### src/rtl/lite_bus_arbiter.sv
// Two-requester arbiter onto a lite user bus; one command in flight, accept-to-bus 1 cycle, done 1 cycle after last handshake.
// Backpressure: cmd_ready only in IDLE for the round-robin winner; waits indefinitely on awready/wready/arready/rvalid.
module lite_bus_arbiter #(
    parameter int C_ADDR_WIDTH = 32,
    parameter int C_DATA_WIDTH = 32
) (
    input  logic                      ACLK,
    input  logic                      ARESET,

    input  logic                      s0_cmd_valid,
    input  logic                      s0_cmd_write,
    input  logic [C_ADDR_WIDTH-1:0]   s0_cmd_addr,
    input  logic [C_DATA_WIDTH-1:0]   s0_cmd_wdata,
    input  logic [C_DATA_WIDTH/8-1:0] s0_cmd_wstrb,
    output logic                      s0_cmd_ready,
    output logic                      s0_done,
    output logic [C_DATA_WIDTH-1:0]   s0_rdata,

    input  logic                      s1_cmd_valid,
    input  logic                      s1_cmd_write,
    input  logic [C_ADDR_WIDTH-1:0]   s1_cmd_addr,
    input  logic [C_DATA_WIDTH-1:0]   s1_cmd_wdata,
    input  logic [C_DATA_WIDTH/8-1:0] s1_cmd_wstrb,
    output logic                      s1_cmd_ready,
    output logic                      s1_done,
    output logic [C_DATA_WIDTH-1:0]   s1_rdata,

    output logic [C_ADDR_WIDTH-1:0]   awaddr,
    output logic                      awvalid,
    input  logic                      awready,
    output logic [C_DATA_WIDTH-1:0]   wdata,
    output logic [C_DATA_WIDTH/8-1:0] wstrb,
    output logic                      wvalid,
    input  logic                      wready,
    output logic [C_ADDR_WIDTH-1:0]   araddr,
    output logic                      arvalid,
    input  logic                      arready,
    input  logic [C_DATA_WIDTH-1:0]   rdata,
    input  logic                      rvalid,
    output logic                      rready
);

    typedef enum logic [1:0] {
        IDLE      = 2'd0,
        WRITE     = 2'd1,
        READ_ADDR = 2'd2,
        READ_DATA = 2'd3
    } state_t;

    state_t state;
    logic   last_grant;
    logic   owner;

    logic                      grant0;
    logic                      grant1;
    logic                      accept;
    logic                      cmd_write;
    logic [C_ADDR_WIDTH-1:0]   cmd_addr;
    logic [C_DATA_WIDTH-1:0]   cmd_wdata;
    logic [C_DATA_WIDTH/8-1:0] cmd_wstrb;
    logic                      aw_fin;
    logic                      w_fin;

    // On a tie the requester that did not win last time goes; the two grants are mutually exclusive.
    assign grant0 = s0_cmd_valid && (!s1_cmd_valid || last_grant);
    assign grant1 = s1_cmd_valid && (!s0_cmd_valid || !last_grant);

    assign s0_cmd_ready = (state == IDLE) && !ARESET && grant0;
    assign s1_cmd_ready = (state == IDLE) && !ARESET && grant1;
    assign accept       = s0_cmd_ready || s1_cmd_ready;

    assign cmd_write = grant1 ? s1_cmd_write : s0_cmd_write;
    assign cmd_addr  = grant1 ? s1_cmd_addr  : s0_cmd_addr;
    assign cmd_wdata = grant1 ? s1_cmd_wdata : s0_cmd_wdata;
    assign cmd_wstrb = grant1 ? s1_cmd_wstrb : s0_cmd_wstrb;

    // A channel is finished once its valid has dropped or its handshake completes this edge.
    assign aw_fin = !awvalid || awready;
    assign w_fin  = !wvalid  || wready;

    always_ff @(posedge ACLK or posedge ARESET) begin
        if (ARESET) begin
            state      <= IDLE;
            last_grant <= 1'b1;
            owner      <= 1'b0;
            awaddr     <= '0;
            awvalid    <= 1'b0;
            wdata      <= '0;
            wstrb      <= '0;
            wvalid     <= 1'b0;
            araddr     <= '0;
            arvalid    <= 1'b0;
            rready     <= 1'b0;
            s0_done    <= 1'b0;
            s1_done    <= 1'b0;
            s0_rdata   <= '0;
            s1_rdata   <= '0;
        end else begin
            s0_done <= 1'b0;
            s1_done <= 1'b0;
            case (state)
                IDLE: begin
                    if (accept) begin
                        owner      <= grant1;
                        last_grant <= grant1;
                        if (cmd_write) begin
                            awaddr  <= cmd_addr;
                            wdata   <= cmd_wdata;
                            wstrb   <= cmd_wstrb;
                            awvalid <= 1'b1;
                            wvalid  <= 1'b1;
                            state   <= WRITE;
                        end else begin
                            araddr  <= cmd_addr;
                            arvalid <= 1'b1;
                            state   <= READ_ADDR;
                        end
                    end
                end
                WRITE: begin
                    if (awvalid && awready) begin
                        awvalid <= 1'b0;
                    end
                    if (wvalid && wready) begin
                        wvalid <= 1'b0;
                    end
                    if (aw_fin && w_fin) begin
                        s0_done <= !owner;
                        s1_done <= owner;
                        state   <= IDLE;
                    end
                end
                READ_ADDR: begin
                    if (arready) begin
                        arvalid <= 1'b0;
                        rready  <= 1'b1;
                        state   <= READ_DATA;
                    end
                end
                READ_DATA: begin
                    if (rvalid) begin
                        rready <= 1'b0;
                        if (owner) begin
                            s1_rdata <= rdata;
                        end else begin
                            s0_rdata <= rdata;
                        end
                        s0_done <= !owner;
                        s1_done <= owner;
                        state   <= IDLE;
                    end
                end
                default: state <= IDLE;
            endcase
        end
    end

endmodule

### config.mk
export PLATFORM = sky130hd
export DESIGN_NAME = lite_bus_arbiter
export DESIGN_NICKNAME = d
export VERILOG_FILES = /design/src/rtl/lite_bus_arbiter.sv
export SDC_FILE = /design/constraint.sdc
export NUM_CORES = 1
export LEC_CHECK = 0
export ABC_CLOCK_PERIOD_IN_PS = 7500
export BUFFER_PORTS_ARGS = -buffer_cell sky130_fd_sc_hd__buf_2
export CORE_AREA = 2 2 137 139
export CTS_BUF_LIST = sky130_fd_sc_hd__clkbuf_8
export DETAILED_ROUTE_END_ITERATION = 10
export DIE_AREA = 0 0 139 141
export GPL_TIMING_DRIVEN = 0
export PLACE_DENSITY = 0.68
export SYNTH_ARGS = -nofsm -noshare
export SYNTH_HDL_FRONTEND = slang
export SYNTH_SLANG_ARGS = --single-unit
### constraint.sdc
create_clock -name ACLK -period 7.5 [get_ports ACLK]
set_clock_uncertainty 0.05 [all_clocks]
set_input_delay 0 -clock ACLK [delete_from_list [all_inputs] [get_ports ACLK]]
set_output_delay 0 -clock ACLK [all_outputs]
set_load 0.03 [all_outputs]
==> results.cfg <==
[die]
ios = 350
core_area_um2 = 18300
initial_utilization_pct = 40.2
rows = 50
fp.dieArea_um2 = 19600
fp.dieH_um = 141
die_w_um = 139

[sta]
final_hold_viol_count = 0
maxSlewViolCount = 0
setup_viol = 0
tns_ns = 0
slew_headroom_pct = 46.5
fin_crit_sh_pct = 43.7
tightest_slew_ns = 0.803
rsz0062_at_grt = false
max_clock_freq_mhz = 305
finalCriticalPeriod_ns = 3.27

[global_route]
grt_use_total_pct = 21.8
grt_max_degree = 106
grt_pass1_vias = 6458
antenna_found_initial = 0
grt_pass1_wl_um = 33800
gr-total-overflow = 0

[power_and_ir_drop]
power_density_nw_per_um2 = 409
peakVddDrop_uv = 222
p_leak_nw = 5.65
total_power_mw = 4.76

[clock_network]
post_cts_resized = 0
post_cts_buffers = 0
cts.path.max_buffers = 2
path_clk_slew_ns = 0.09
h-tree-depth = 4
holdBufCountCts = 176
clk_latency_ns = 0.44
clk_root_buffer_cell = clkbuf_8
clock-sinks = 174
cts_tree = yes
cts_buffers = 17

[routing]
remaining_drc_errors = 0
wl_per_cell_um = 16.8
drt_wl_total_um = 21300
vias_per_cell = 4.76
ant_nets = 0
drtPass1Iterations = 4
drt_iter0_markers = 162
num_vias = 6051

[place]
place_hpwl_um = 14300
dpl_cell_area_um2 = 9420
gp_congestion = 0.799
io_buffers = 349
place_inst = 1064

[finish]
stdcell_count = 1272
fin_nets = 1203
diodes = 0
n_fill_cell = 1364
postLayoutCellArea_um2 = 11600
drive_above_1_share_pct = 60.0
syn2layout_area_growth_pct = 58.5

[job]
drv_cap = 0

[yosys]
synth_area_per_cell_um2 = 15.3
syn-instance-count = 480
ys_ff_latch = 174
synth_area_um2 = 7340
synth.distinct_cells = 28
yosys_warnings = 0
synth_nets = 658
seq_area_frac_synth_pct = 59.3

[critical_path]
critPathRequiredTime_ns = 7.77
crit_path_start_kind = flip-flop
r2r_setup_slack_ns = 4.23
cp_data_arrival_time_ns = 3.54
cp_max_fo = 10
path_class = reg -> reg
endpoint_kind = flip-flop

[worst_hold_path]
hold_path_class = in -> reg

[run_status]
status = completed
==> cells by family (layout without fill, tap and decap cells) <==
logic type	after synthesis	after routing	synth area share (%)
muxes	233	233	35.7
DFF	174	174	59.3
buffers and inverters	31	589	1.77
and+or+nand+nor	25	25	1.76
AOI/OAI and AO/OA	17	17	1.47
==> power breakdown <==
group	leakage, nW	switching [mW]	internal, mW
combinational	3.33	1.50	0.902
sequential	2.10	0.218	1.40
clock	0.226	0.356	0.389
==> per-layer routing <==
metal | track usage (%) | part of all wire, %
met5 | 0 | 0
met3 | 5.03 | 4.6
met2 | 39.3 | 52
met1 | 25.1 | 40
met4 | 9.14 | 3.2
==> critical path, cell delays in order, from the launching register on <==
cell	delay, ns
dfstp_2	0.39
a21boi_2	0.48
buf_2	0.40
clkbuf_1	0.57
mux2_2	0.40
dlygate4sd3_1	0.56
mux2_1	0.29
==> registers in the layout, summed over array words and instances (netlist names), 2 cells and up <==
name      cells
awaddr       32
araddr       32
wdata        32
state         2
s1_rdata     32
s0_rdata     32
wstrb         4
==> cell usage in the layout, fill, tap and decap left out <==
| cell type | Yosys | layout |
|---|---|---|
| a21boi_2 | 1 | 1 |
| a21o_1 | 2 | 2 |
| a21oi_1 | 6 | 6 |
| a31oi_1 | 1 | 1 |
| and2_1 | 1 | 1 |
| buf_1 | 3 | 3 |
| buf_16 | 0 | 1 |
| buf_2 | 11 | 360 |
| bufinv_16 | 0 | 4 |
| clkbuf_1 | 12 | 12 |
| clkbuf_8 | 0 | 19 |
| clkinv_4 | 0 | 2 |
| clkinvlp_4 | 0 | 2 |
| dfrtp_1 | 173 | 173 |
| dfstp_2 | 1 | 1 |
| dlygate4sd3_1 | 0 | 176 |
| inv_1 | 5 | 4 |
| inv_6 | 0 | 4 |
| inv_8 | 0 | 2 |
| mux2_1 | 7 | 7 |
| mux2_2 | 225 | 225 |
| mux2i_1 | 1 | 1 |
| nand2_1 | 10 | 10 |
| nand2b_1 | 1 | 1 |
| nand3b_1 | 1 | 1 |
| nand4_1 | 1 | 1 |
| nor2_1 | 3 | 3 |
| nor2b_1 | 3 | 3 |
| nor3_1 | 2 | 2 |
| nor3b_2 | 1 | 1 |
| o21ai_0 | 4 | 4 |
| o311ai_0 | 1 | 1 |
| o31a_1 | 1 | 1 |
| o31ai_1 | 1 | 1 |
| or2_2 | 1 | 1 |
| or3_1 | 1 | 1 |
==> path summary, 6_finish.rpt <==
kind	start	end	depth (start not counted)
max in group asynchronous	ARESET	s1_rdata[17]$_DFFE_PP0P_	4
worst max register to register	last_grant$_DFFE_PP1P_	wdata[0]$_DFFE_PP0P_	6
min in group asynchronous	ARESET	awaddr[30]$_DFFE_PP0P_	3
worst min register to register	wdata[0]$_DFFE_PP0P_	wdata[0]$_DFFE_PP0P_	1
worst max-delay path	last_grant$_DFFE_PP1P_	wdata[0]$_DFFE_PP0P_	6
worst min-delay path	s0_cmd_write	state[1]$_DFFE_PP0P_	4
==> cell usage after synthesis, drive strengths merged <==
master / n / area (µm²)
o31a: 1 / 8.76
and2: 1 / 6.26
mux2i: 1 / 10.0
o311ai: 1 / 8.76
nor2b: 3 / 18.8
clkbuf: 12 / 45.0
a21oi: 6 / 30.0
inv: 5 / 18.8
dfrtp: 173 / 4330
a21boi: 1 / 11.3
nand3b: 1 / 7.51
a31oi: 1 / 6.26
dfstp: 1 / 26.3
a21o: 2 / 15.0
nor2: 3 / 11.3
buf: 14 / 66.3
nand2b: 1 / 6.26
mux2: 232 / 2610
nor3: 2 / 10.0
nand4: 1 / 6.26
or3: 1 / 6.26
o31ai: 1 / 7.51
nor3b: 1 / 12.5
or2: 1 / 6.26
nand2: 10 / 37.5
o21ai: 4 / 20.0
==> stage by stage <==
step                      setup slack [ns]  hold slack, ns  util, %
after floorplan                       2.73          0.0399        -
final                                 4.23          0.0447     63.7
after global routing                  4.05          0.0974     63.7
after global placement               0.544           0.180     51.4
after detailed placement              4.66          0.0778     51.6
after CTS                             4.20         0.00395     63.7
==> layout make-up <==
cell class,count,area [µm²],share of cell area (%)
clock buffer,19,262,2.25
inverter,5,26.3,0.226
tap,234,293,2.52
timing repair buffer,526,3540,30.4
multi-input combinational,275,2860,24.6
sequential,174,4360,37.4
buffer,26,111,0.957
clock inverter,13,199,1.71
Power figures use the tool's default switching activity.
